**config.mk**
```make
export PLATFORM = sky130hd
export DESIGN_NAME = inst_fetch
export DESIGN_NICKNAME = d
export VERILOG_FILES = /design/src/rtl/inst_fetch.sv
export SDC_FILE = /design/constraint.sdc
export NUM_CORES = 1
export LEC_CHECK = 0
export ABC_AREA = 1
export CAP_MARGIN = 20
export CORE_ASPECT_RATIO = 1.5
export CORE_MARGIN = 5
export CORE_UTILIZATION = 46
export CTS_CLUSTER_SIZE = 30
export DETAILED_ROUTE_END_ITERATION = 8
export HOLD_SLACK_MARGIN = 0.12
export PLACE_DENSITY_LB_ADDON = 0.05
export SETUP_SLACK_MARGIN = 0.05
export SYNTH_ARGS = -nofsm -noshare
export SYNTH_HDL_FRONTEND = slang
export SYNTH_SLANG_ARGS = --single-unit
```
**constraint.sdc**
```tcl
create_clock -name clk_i -period 5.3 [get_ports clk_i]
set_clock_uncertainty 0.15 [all_clocks]
set_input_delay 0.53 -clock clk_i [delete_from_list [all_inputs] [get_ports clk_i]]
set_output_delay 0.53 -clock clk_i [all_outputs]
set_load 0.02 [all_outputs]
```
**src/rtl/inst_fetch.sv**
```systemverilog
// Instruction fetch: IDLE/REQ/WAIT/HOLD, one request in flight, timeout re-request; optional FETCH_MISALIGN_CHK_EN.
// Latency: request to next request >= 3 cycles; HOLD stalls with inst_o/pc_o stable until inst_ready_i.
module inst_fetch #(
  parameter logic [31:0] RESET_PC = 32'h0000_0000,
  parameter int          TIMEOUT  = 8
) (
  input  logic        clk_i,
  input  logic        rst_ni,
  output logic        imem_req_o,
  output logic [31:0] imem_addr_o,
  input  logic        imem_rvalid_i,
  input  logic [31:0] imem_rdata_i,
  output logic [31:0] inst_o,
  output logic        inst_valid_o,
  input  logic        inst_ready_i,
  input  logic        pc_sel_i,
  input  logic [31:0] alu_target_i,
  output logic [31:0] pc_o,
  output logic [31:0] pc_four_o,
  output logic        fetch_err_o,
  output logic        misalign_o
);

  localparam logic [31:0] NOP         = 32'h0000_0013;
  localparam logic [7:0]  TIMEOUT_CNT = 8'(TIMEOUT);

  typedef enum logic [1:0] {IDLE, REQ, WAIT, HOLD} state_t;

  state_t      state, state_nxt;
  logic [31:0] pc, inst, next_pc;
  logic [7:0]  cnt, cnt_inc;
  logic        capture, timeout, accept, err;

  always_ff @(posedge clk_i or negedge rst_ni) begin
    if (!rst_ni) state <= IDLE;
    else         state <= state_nxt;
  end

  always_comb begin
    state_nxt = state;
    capture   = 1'b0;
    timeout   = 1'b0;
    accept    = 1'b0;
    cnt_inc   = cnt + 8'd1;
    case (state)
      IDLE: state_nxt = REQ;
      REQ:  state_nxt = WAIT;
      WAIT: begin
        // A response arriving on the timeout cycle still wins.
        if (imem_rvalid_i) begin
          capture   = 1'b1;
          state_nxt = HOLD;
        end else if (cnt_inc == TIMEOUT_CNT) begin
          timeout   = 1'b1;
          state_nxt = REQ;
        end
      end
      HOLD: begin
        if (inst_ready_i) begin
          accept    = 1'b1;
          state_nxt = REQ;
        end
      end
      default: state_nxt = IDLE;
    endcase
  end

  assign next_pc = pc_sel_i ? {alu_target_i[31:2], 2'b00} : pc + 32'd4;

  always_ff @(posedge clk_i or negedge rst_ni) begin
    if (!rst_ni) begin
      pc   <= {RESET_PC[31:2], 2'b00};
      inst <= NOP;
      cnt  <= 8'd0;
      err  <= 1'b0;
    end else begin
      err <= timeout;
      if (state == REQ)                         cnt <= 8'd0;
      else if (state == WAIT && !imem_rvalid_i) cnt <= cnt_inc;
      if (capture) inst <= imem_rdata_i;
      if (accept)  pc   <= next_pc;
    end
  end

`ifdef FETCH_MISALIGN_CHK_EN
  logic misalign;
  always_ff @(posedge clk_i or negedge rst_ni) begin
    if (!rst_ni) misalign <= 1'b0;
    else         misalign <= accept && pc_sel_i && (alu_target_i[1:0] != 2'b00);
  end
  assign misalign_o = misalign;
`else
  logic unused_tgt_lsb;
  assign unused_tgt_lsb = ^alu_target_i[1:0];
  assign misalign_o     = 1'b0;
`endif

  assign imem_req_o   = (state == REQ);
  assign imem_addr_o  = pc;
  assign inst_o       = inst;
  assign inst_valid_o = (state == HOLD);
  assign pc_o         = pc;
  assign pc_four_o    = pc + 32'd4;
  assign fetch_err_o  = err;

endmodule

```
# == Yosys cells after proc, flatten, opt, wreduce, memory -nomap -nowiden ==
# Index checks and enable logic that the tools add are counted.
# op_classes
muxes,14
addsub,2
eq_ne,6
reduce_logical,5
# ops
operator,count
$add 32x3->32 const B,1
$mux 32,1
$mux 8,2
$add 8x1->8 const B,1
$eq 8x4->1 const B,1
$pmux 2 s4,1
$mux 1,7
$mux 2,3
$eq 2x2->1 const B,2
$ne 3x3->1 const B,1
$eq 2x1->1 const B,1
$logic_not 2->1,1
$ne 2x1->1 const B,1
$reduce_and 2->1,1
$reduce_bool 2->1,1
$logic_and 1x1->1,1
$logic_not 1->1,1
# totals
word_cells,32
output_inout_bits,132
inputBits,69
reg_bits,75

# == Longest topological paths before layout ==
# Gate-level depths: netlist (run 1).
# depth
depth_word,5
depth_mapped,11
mapped_depth_nobuf,11

# == Worst setup path after synthesis (run 1) ==
# Ideal clock, no wire load.
# synth_path
kind,reg-to-output
start,register pc[2] (netlist: imem_addr_o[2])
end,output pc_four_o[24]
n_path_buf,0
required_time_ns,4.620
stages_incl_launch_ff,10
path_slack_ns,3.027
arrival_ns,1.593
cell_sequence,dfrtp_1 > ha_1 > nand2_1 > nor2_4 > nand2_2 > nor2_8 > inv_2 > nor2_2 > nand3b_1 > nand2_1
# synth_via
elab_chain_cells,1
# synth_lines
item,line_no,source
from (decl),30,"logic [31:0] pc, inst, next_pc;"
from (signal assigned),72,"pc <= {RESET_PC[31:2], 2'b00};"
from (signal assigned),81,if (accept) pc <= next_pc;
$add 32x3->32,103,assign pc_four_o = pc + 32'd4;
to (decl),19,"output logic [31:0] pc_four_o,"
# No other way between the ends.

# == Final worst setup path (run 1) ==
# Ends and elaborated chain as after synthesis.

==> out/metrics.yaml, run 1 <==
clock_network:
  cts_hold_buf: 0
  postCtsSetupBuffers: 0
  path_clk_slew_ns: 0.06
  cts_tree: "done"
  cts_root_buffer: "clkbuf_16"
  clk_path_buf_depth: 2
  cts_resized: 0
  clkLatencyLatePin_ns: 0.33
  clock-sinks: 73
  cts_buffers: 9
  htreeDepth: 3
sta:
  rsz0062_at_grt: "false"
  postLayoutSetupSlackWorst_ns: 2.073
  max_freq_mhz: 309.9
  hold_viol: 0
  slew_headroom: 0.3440
  tns_ns: 0
  setup_viol: 0
  worst_pin_slew_ns: 0.9841
  fin_crit_ns: 3.227
  fin_crit_sh: 0.6088
  slew_violations: 0
floorplan:
  core_area_sq_um: 9634
  start_util: 0.4662
  rows: 44
  die_w_um: 90.69
  ios: 201
  dieHeight_um: 131.0
  die-area_sq_um: 11880
synth:
  synthCells: 576
  yosysWarnings: 0
  synth.distinct_cells: 34
  synth_area_sq_um: 4492
  ys_seq_area_frac: 0.4075
  ys_ff_latch: 73
  syn_avg_cell_area_sq_um: 7.798
layout:
  diodes: 0
  fin_nets: 813
  seq_area_sq_um: 1831
  num-fill-cells: 809
  drive_above_1_share: 0.1132
  area_growth_syn_to_layout_pct: 45.88
  multiInputGateArea_sq_um: 2120
worst_setup_path:
  critPathKind: "flip-flop to output pin"
  critical_path_arrival_ns: 2.55
  slowest_stage: "clkdlybuf4s50_1"
  critPathLaunchType: "flip-flop"
  worstPathRequired_ns: 4.62
  crit_path_cell_trace: "ha_1 -> nand2_1 -> nor2_4 -> nand2_2 -> nor2_8 -> inv_2 -> nor2_2 -> nand3b_1 -> nand2_1 -> clkdlybuf4s50_1"
  worstSetupEndpointType: "output pin"
  cp_max_fo: 8
  crit_top_cell: "nand2_1"
  slowest_delay_ns: 0.64
drt:
  drc_errors: 0
  via_per_inst: 5.032
  drtAntennaViolNets: 0
  wl_per_cell_um: 15.45
  dr.pass1.iters: 5
  drt-total-wl_mm: 13.24
  num_vias: 4312
  first_iter_violations: 208
placed_design:
  gp_congestion: 0.8297
  numPortBuffers: 191
  dp_hpwl_mm: 10.20
  pre_cts_ws_ns: 2.425
grt:
  first_global_vias: 4138
  grt_max_degree: 74
  grt_pass1_wl_mm: 20.52
  grt.overflow.total: 0
  grt_antenna_before_repair: 0
  grt.total_usage: 0.2168
hold_path:
  hold_path.class: "input pin to async pin"
flow_run:
  cap_violations: 0
power_and_ir_drop:
  powerDensity_nw_per_um2: 620.3
  p_leak_nw: 2.933
  peakVddDrop_mv: 0.4542
outcome:
  status: "complete, no violations"
[power breakdown]
part / total [mW] / switching (mW) / internal (mW)
combinational: 2.39 / 1.27 / 1.12
clock: 0.585 / 0.259 / 0.326
sequential: 1.09 / 0.276 / 0.810
[synth_stat cells]
cell,count,area share
clkinv_1,1,0.00083
xor2_2,1,0.0036
nor2_8,1,0.0045
nor3_2,1,0.0022
nor2_1,71,0.059
conb_1,1,0.00083
nand4_2,1,0.0028
buf_4,37,0.062
dfstp_2,3,0.018
nor2_4,3,0.0075
xnor2_1,1,0.0020
nand3_1,34,0.038
buf_2,4,0.0045
o21ai_1,12,0.013
dfrtp_1,70,0.39
mux2_2,32,0.080
o21ai_2,1,0.0020
o22ai_1,11,0.015
inv_2,5,0.0042
o21ai_0,22,0.025
nor2_2,4,0.0056
nand2_4,1,0.0025
ha_1,7,0.019
nor3_4,2,0.0072
clkbuf_1,9,0.0075
nand4_1,3,0.0042
nand2_2,7,0.0097
buf_1,2,0.0017
nor3_1,8,0.0089
a21oi_1,12,0.013
nand3b_1,3,0.0050
nand2_1,145,0.12
xor2_1,7,0.014
inv_1,54,0.045
[cell usage in the layout (no fill, tap or decap), types with 12 or more instances in the layout]
cell and count:
a21oi_1 12, clkdlybuf4s50_1 190, dfrtp_1 70, inv_1 54, mux2_2 32, nand2_1 145, nand3_1 34, nor2_1 71
o21ai_0 22, o21ai_1 12
[cell type report]
type,count,area share
multi-input cells,397,0.3235
repair buffers,196,0.2971
flip-flops and latches,73,0.2794
clock buffers,9,0.03437
inverters,60,0.03437
well taps,115,0.02196
clock inverters,7,0.009357
[kinds of logic (layout without fill, tap and decap cells)]
logic type               Yosys count  after routing  synth area share
AO/OA/AOI/OAI                     58             58           0.06853
other                              1              7         0.0008349
buffers and inverters            112            272            0.1256
AND/OR/NAND/NOR                  284            284            0.2785
flip-flops                        73             73            0.4075
multiplexers                      32             32           0.08022
XOR/XNOR                           9              9           0.01922
adder cells (fa/ha/maj)            7              7           0.01950
[worst max-delay path, delay by kind of cell, from the launching register on]
| kind | cells | cell delay, ns |
|---|---|---|
| fa+ha+maj | 1 | 0.20 |
| buf+inv | 2 | 0.70 |
| flops | 1 | 0.43 |
| simple gates | 7 | 0.87 |
[routing by layer]
metal / part of all wire / GRT usage / routed length [um] / up-vias
met1: 0.36 / 0.2312 / 4763 / 2030
li1: - / - / - / 2117
met3: 0.068 / 0.05498 / 895 / 20
met2: 0.55 / 0.4099 / 7281 / 145
met5: 0 / 0 / 0 / -
met4: 0.023 / 0.07975 / 300 / 0
[state kept, by name (all words and copies together) (netlist names)]
name and cells:
fetch_err_o 1, imem_addr_o 30, state 2, cnt 8, inst_o 32
[stage by stage]
stage	hold WS [ns]	power, mW	instance area (sq um)	cells	utilization
CTS	0.2328	4.116	6553	857	0.6801
floorplan	0.08441	2.438	4514	582	-
detailed placement	0.3430	3.511	6266	841	0.6504
finish	0.1709	4.065	6553	857	0.6801
global placement	0.3365	3.464	6266	841	0.6504
global route	0.2744	4.307	6553	857	0.6801
[worst paths after layout]
| path | from | endpoint | slack [ns] | cells after the start |
|---|---|---|---|---|
| max reg2reg | state[0]$_DFFE_PN0P_ | imem_addr_o[18]$_DFFE_PN0P_ | 3.10 | 7 |
| min in group clk_i | inst_o[30]$_DFFE_PN0P_ | inst_o[30]$_DFFE_PN0P_ | 0.35 | 1 |
| min reg2reg | inst_o[30]$_DFFE_PN0P_ | inst_o[30]$_DFFE_PN0P_ | 0.35 | 1 |
| min | rst_ni | imem_addr_o[17]$_DFFE_PN0P_ | 0.17 | 1 |
| max | imem_addr_o[2]$_DFFE_PN0P_ | pc_four_o[24] | 2.07 | 10 |
| max in group asynchronous | rst_ni | inst_o[29]$_DFFE_PN0P_ | 4.16 | 1 |
Power figures use the tool's default switching activity.
==> inputs of run 2 (changes only) <==
--- a/config.mk
+++ b/config.mk
@@ -9,7 +9,7 @@
 export CAP_MARGIN = 20
 export CORE_ASPECT_RATIO = 1.5
 export CORE_MARGIN = 5
-export CORE_UTILIZATION = 46
+export CORE_UTILIZATION = 38
 export CTS_CLUSTER_SIZE = 30
 export DETAILED_ROUTE_END_ITERATION = 8
 export HOLD_SLACK_MARGIN = 0.12
==> constraint.sdc (replaced) <==
create_clock -name clk_i -period 2.8 [get_ports clk_i]
set_clock_uncertainty 0.15 [all_clocks]
set_input_delay 0.28 -clock clk_i [delete_from_list [all_inputs] [get_ports clk_i]]
set_output_delay 0.28 -clock clk_i [all_outputs]
set_load 0.02 [all_outputs]
==> run 2 against run 1 <==
Sequential power grew 89%; worst hold slack better by 0.18 ns; global-route usage decreased by 2.3 points; routed wire length grew 4.4%; critical path type unchanged; via count up 0.49%; critical path depth is 3 lower.
==> out/metrics.yaml, run 2 (synthesized netlist as in run 1, its figures left out) <==
worst_setup_path:
  rr_startpoint: "imem_addr_o[3]$_DFFE_PN0P_"
  critPathLaunchType: "flip-flop"
  worstPathRequired_ns: 2.37  # -2.25 ns
  crit_top_cell: "inv_1"
  crit_path_cell_trace: "inv_1 -> nor3_4 -> nand2_4 -> nor2_4 -> xor2_1 -> inv_1 -> clkdlybuf4s50_1"
  crit_start: "imem_addr_o[7]$_DFFE_PN0P_"
  critPathKind: "flip-flop to output pin"
  slowest_delay_ns: 0.54  # -0.10 ns
  critical_path_arrival_ns: 2.24  # -0.31 ns
  cp_max_fo: 6  # -2
  slowest_stage: "clkdlybuf4s50_1"
  worstSetupEndpointType: "output pin"
sta:
  worst_pin_slew_ns: 0.9880  # +0.003955 ns
  hold_viol: 0  # unchanged
  postLayoutSetupSlackWorst_ns: 0.1349  # -1.938 ns
  slew_violations: 0  # unchanged
  fin_crit_ns: 2.665
  rsz0062_at_grt: "true"
  setup_viol: 0  # unchanged
  max_freq_mhz: 375.2
  fin_crit_sh: 0.9518
  slew_headroom: 0.3413  # -0.002637
  tns_ns: 0  # unchanged
grt:
  grt_pass1_wl_mm: 21.82  # +6.3%
  grt.total_usage: 0.1935  # -0.02334
  first_global_vias: 4352  # +5.2%
  grt_max_degree: 74  # unchanged
  grt_antenna_before_repair: 0  # unchanged
  grt.overflow.total: 0  # unchanged
floorplan:
  dieHeight_um: 143.2  # +9.3%
  core_area_sq_um: 11530  # +20%
  die_w_um: 98.77  # +8.9%
  die-area_sq_um: 14140  # +19%
  ios: 201  # unchanged
  rows: 48  # +9.1%
  start_util: 0.3895  # -0.07669
hold_path:
  hold_path.class: "flip-flop to flip-flop"
  hold_start: "inst_o[11]$_DFFE_PN0P_"
layout:
  area_growth_syn_to_layout_pct: 47.44
  drive_above_1_share: 0.1275  # +0.01431
  diodes: 0  # unchanged
  layout_common_cells: "clkdlybuf4s50_1, nand2_1, nor2_1"
  fin_nets: 816  # +0.37%
  num-fill-cells: 1089  # +35%
  layout_commonest_cell: "clkdlybuf4s50_1"
  multiInputGateArea_sq_um: 2131  # +0.53%
  largest_register_ffs: 32  # unchanged
  seq_area_sq_um: 1837  # +0.34%
clock_network:
  cts_tree: "done"
  htreeDepth: 3  # unchanged
  postCtsSetupBuffers: 0  # unchanged
  clk_path_buf_depth: 2  # unchanged
  clock-sinks: 73  # unchanged
  cts_root_buffer: "clkbuf_16"
  path_clk_slew_ns: 0.07  # about the same
  clkLatencyLatePin_ns: 0.34  # about the same
  cts_buffers: 9  # unchanged
drt:
  via_per_inst: 4.841  # -3.8%
  dr.pass1.iters: 4  # -1
  drc_errors: 0  # unchanged
  first_iter_violations: 129  # -38%
  drtAntennaViolNets: 0  # unchanged
  wl_per_cell_um: 15.45  # about the same
  drt-total-wl_mm: 13.83  # +4.4%
  num_vias: 4333  # +0.49%
placed_design:
  pre_cts_ws_ns: 0.2233  # -2.202 ns
  gp_congestion: 0.8397  # +1.2%
  dp_hpwl_mm: 10.65  # +4.4%
  numPortBuffers: 191  # unchanged
power_and_ir_drop:
  powerDensity_nw_per_um2: 1159  # +87%
  peakVddDrop_mv: 0.6529  # +44%
  p_leak_nw: 3.017  # +2.9%
flow_run:
  cap_violations: 0  # unchanged
outcome:
  status: "complete, no violations"
-- run 2: layer usage --
metal,GRT usage,vias up,part of all wire
met1,0.2025,2049,0.36
li1,-,2116,-
met5,0,-,0
met3,0.06647,19,0.075
met2,0.3598,149,0.54
met4,0.06115,0,0.023
-- run 2: where the power goes --
group	internal, mW	total [mW]	switching (mW)
sequential	1.54	2.06	0.518
combinational	2.07	4.50	2.43
clock	0.616	1.12	0.501
-- run 2: final timing paths --
path,end,slack [ns],depth (start not counted)
worst max-delay path,pc_four_o[11],0.13,7
worst min-delay path,inst_o[11]$_DFFE_PN0P_,0.35,1
worst max register to register,imem_addr_o[24]$_DFFE_PN0P_,0.87,10
worst min register to register,inst_o[11]$_DFFE_PN0P_,0.35,1
max in group asynchronous,imem_addr_o[10]$_DFFE_PN0P_,1.29,2
min in group asynchronous,imem_addr_o[18]$_DFFE_PN0P_,0.46,2
-- run 2: per-stage QoR --
step / hold WS (ns) / cells / util / total power [mW] / cell area, sq um
6_report: 0.3535 / 895 / 0.5743 / 7.678 / 6623
5_1_grt: 0.3647 / 895 / 0.5743 / 8.167 / 6623
4_1_cts: 0.3591 / 895 / 0.5728 / 7.776 / 6605
3_5_place_dp: 0.3449 / 878 / 0.5485 / 6.697 / 6325
3_3_place_gp: 0.3371 / 878 / 0.5485 / 6.637 / 6325
2_1_floorplan: -0.1656 / 582 / - / 4.615 / 4514
-- run 2: what timing repair did --
item,4_1_cts,5_1_grt
hold endpoints to repair,70,0
endpoints found under the setup margin,15,11
hold buffers,1,0
resized for setup,15,17
-- run 2: layout make-up --
class                      count  share of cell area
clock inverter                 7            0.009258
tap                          150             0.02834
inverter                      60             0.03401
timing repair buffer         199              0.2953
sequential                    73              0.2773
multi-input combinational    397              0.3217
clock buffer                   9             0.03401
-- run 2: critical path, delay by kind of cell, from the launching register on --
| family | cells | cell delay [ns] |
|---|---|---|
| buffers and inverters | 3 | 0.74 |
| and+or+nand+nor | 3 | 0.54 |
| DFF | 1 | 0.39 |
| xor gates and xnor gates | 1 | 0.22 |
==> inputs of run 3 (changes only) <==
--- a/config.mk
+++ b/config.mk
@@ -8,10 +8,11 @@
 export ABC_AREA = 1
 export CAP_MARGIN = 20
 export CORE_ASPECT_RATIO = 1.5
-export CORE_MARGIN = 5
+export CORE_MARGIN = 2
 export CORE_UTILIZATION = 38
 export CTS_CLUSTER_SIZE = 30
 export DETAILED_ROUTE_END_ITERATION = 8
+export GPL_TIMING_DRIVEN = 0
 export HOLD_SLACK_MARGIN = 0.12
 export PLACE_DENSITY_LB_ADDON = 0.05
 export SETUP_SLACK_MARGIN = 0.05
==> run 3 against run 2 <==
Via count up 5.2%; clock power about the same; sequential power about the same; sequential cell count unchanged; highest routed layer unchanged.
==> out/metrics.yaml, run 3 (synthesized netlist as in run 1, its figures left out) <==
floorplan:
  die_w_um: 92.77  # -6.1%
  ios: 201  # unchanged
  die-area_sq_um: 12720  # -10%
  core_area_sq_um: 11530  # unchanged
  rows: 48  # unchanged
  start_util: 0.3895  # unchanged
  dieHeight_um: 137.2  # -4.2%
sta:
  setup_viol: 0  # unchanged
  fin_crit_sh: 0.9386  # -0.01318
  postLayoutSetupSlackWorst_ns: 0.1718  # +0.03690 ns
  max_freq_mhz: 380.5  # +1.4%
  rsz0062_at_grt: "false"
  slew_headroom: 0.5452  # +0.2038
  worst_pin_slew_ns: 0.6823  # -0.3057 ns
  hold_viol: 0  # unchanged
  fin_crit_ns: 2.628  # -0.03690 ns
  tns_ns: 0  # unchanged
  slew_violations: 0  # unchanged
layout:
  layout_common_cells: "clkdlybuf4s50_1, nand2_1, nor2_1"
  fin_area_sq_um: 6990  # +5.6%
  largest_register_ffs: 32  # unchanged
  layout_commonest_cell: "clkdlybuf4s50_1"
  fin_nets: 865  # +6.0%
  drive_above_1_share: 0.1776  # +0.05007
  diodes: 0  # unchanged
  area_growth_syn_to_layout_pct: 55.63
  fin_util: 0.6062  # +0.03190
power_and_ir_drop:
  powerDensity_nw_per_um2: 1153  # -0.57%
  peakVddDrop_mv: 0.5733  # -12%
  p_leak_nw: 3.222  # +6.8%
drt:
  first_iter_violations: 179  # +39%
  via_per_inst: 4.829  # -0.25%
  drt-total-wl_mm: 14.74  # +6.6%
  wl_per_cell_um: 15.61  # +1.1%
  drtAntennaViolNets: 0  # unchanged
  num_vias: 4559  # +5.2%
  drc_errors: 0  # unchanged
  dr.pass1.iters: 4  # unchanged
worst_setup_path:
  r2r_end: "imem_addr_o[26]$_DFFE_PN0P_"
  slowest_delay_ns: 0.64  # +0.10 ns
  rr_startpoint: "state[0]$_DFFE_PN0P_"
  worstSetupEndpointType: "output pin"
  cp-endpoint: "pc_four_o[10]"
  cp.depth: 6  # -1
  crit_start: "imem_addr_o[3]$_DFFE_PN0P_"
  cp_max_fo: 4  # -2
  crit_path_cell_trace: "ha_1 -> nand2_1 -> nor2_4 -> nand2_2 -> xnor2_1 -> clkdlybuf4s50_1"
  worstPathRequired_ns: 2.37  # about the same
  cpLargestDelayFamily: "buffers and inverters"
  critPathLaunchType: "flip-flop"
  regToRegSetupSlack_ns: 0.43  # -0.44 ns
  critical_path_arrival_ns: 2.20  # -0.04 ns
  critPathKind: "flip-flop to output pin"
  crit_buf_inv: 1  # -2
  reg2reg_depth: 7  # -3
  slowest_stage: "clkdlybuf4s50_1"
grt:
  grt_max_degree: 45  # -39%
  grt.overflow.total: 0  # unchanged
  grt.total_usage: 0.2354  # +0.04192
  grt_antenna_before_repair: 0  # unchanged
  first_global_vias: 4627  # +6.3%
  grt_pass1_wl_mm: 23.33  # +6.9%
clock_network:
  path_clk_slew_ns: 0.07  # about the same
  cts_root_buffer: "clkbuf_16"
  cts_buffers: 9  # unchanged
  clock-sinks: 73  # unchanged
  clk_path_buf_depth: 2  # unchanged
  htreeDepth: 3  # unchanged
  cts_tree: "done"
  clkLatencyLatePin_ns: 0.34  # about the same
placed_design:
  dp_hpwl_mm: 11.43  # +7.4%
  pre_cts_ws_ns: 0.1645  # -0.05871 ns
  dpl_cell_area_sq_um: 6629  # +4.8%
  gp_congestion: 0.8780  # +4.6%
  numPortBuffers: 190  # -0.52%
hold_path:
  hold_start: "pc_sel_i"
  hold_path.class: "input pin to flip-flop"
outcome:
  status: "complete, no violations"
flow_run:
  cap_violations: 0  # unchanged
run 3: repair_timing:
| action | in CTS | in global routing |
|---|---|---|
| endpoints found under the hold margin | 29 | 0 |
| hold buffers | 1 | 0 |
| setup buffers | 0 | 4 |
| setup endpoints to repair | 18 | 13 |
| gates resized for setup | 23 | 13 |
| pin swaps | 0 | 2 |
run 3: tightest hold or removal path: cells and delay by family:
family | cells | cell delay, ns
AND/OR/NAND/NOR | 1 | 0.13
AO/OA/AOI/OAI | 1 | 0.06
buffers and inverters | 1 | 0.20
run 3: per-layer routing:
layer | global-route usage | up-vias | wire, um
met5 | 0 | - | 0
met4 | 0.08987 | 0 | 269
met3 | 0.06057 | 19 | 1050
met2 | 0.4513 | 178 | 8327
met1 | 0.2409 | 2145 | 5090
li1 | - | 2217 | -
run 3: layout make-up:
type	instances	area, sq um
Clock buffer	9	225.2
Sequential cell	73	1843
Multi-Input combinational cell	397	2147
Inverter	60	225.2
Buffer	52	339.1
Clock inverter	7	61.31
Fill cell	1098	4541
Tap cell	150	187.7
Timing Repair Buffer	196	1962
run 3: stage by stage:
stage	std cells	hold slack [ns]	total power [mW]
after floorplan	582	-0.1656	4.615
after global placement	922	0.3364	6.889
after detailed placement	923	0.1101	6.973
after CTS	940	0.2221	8.108
after global routing	944	0.2694	8.546
final	944	0.2318	8.058
run 3: worst min path at each step:
stage                                              to  slack (ns)  cells past startpoint
after floorplan                    cnt[0]$_DFFE_PN0P_       -0.17                      0
final                     imem_addr_o[22]$_DFFE_PN0P_        0.23                      3
after detailed placement  imem_addr_o[16]$_DFFE_PN0P_        0.11                      1
after global placement         inst_o[23]$_DFFE_PN0P_        0.34                      1
after CTS                 imem_addr_o[22]$_DFFE_PN0P_        0.22                      3
after global routing      imem_addr_o[22]$_DFFE_PN0P_        0.27                      3
run 3: power by group:
part,total (mW),switching [mW],internal [mW]
logic,4.84,2.50,2.35
clock network,1.12,0.505,0.617
registers,2.09,0.545,1.55
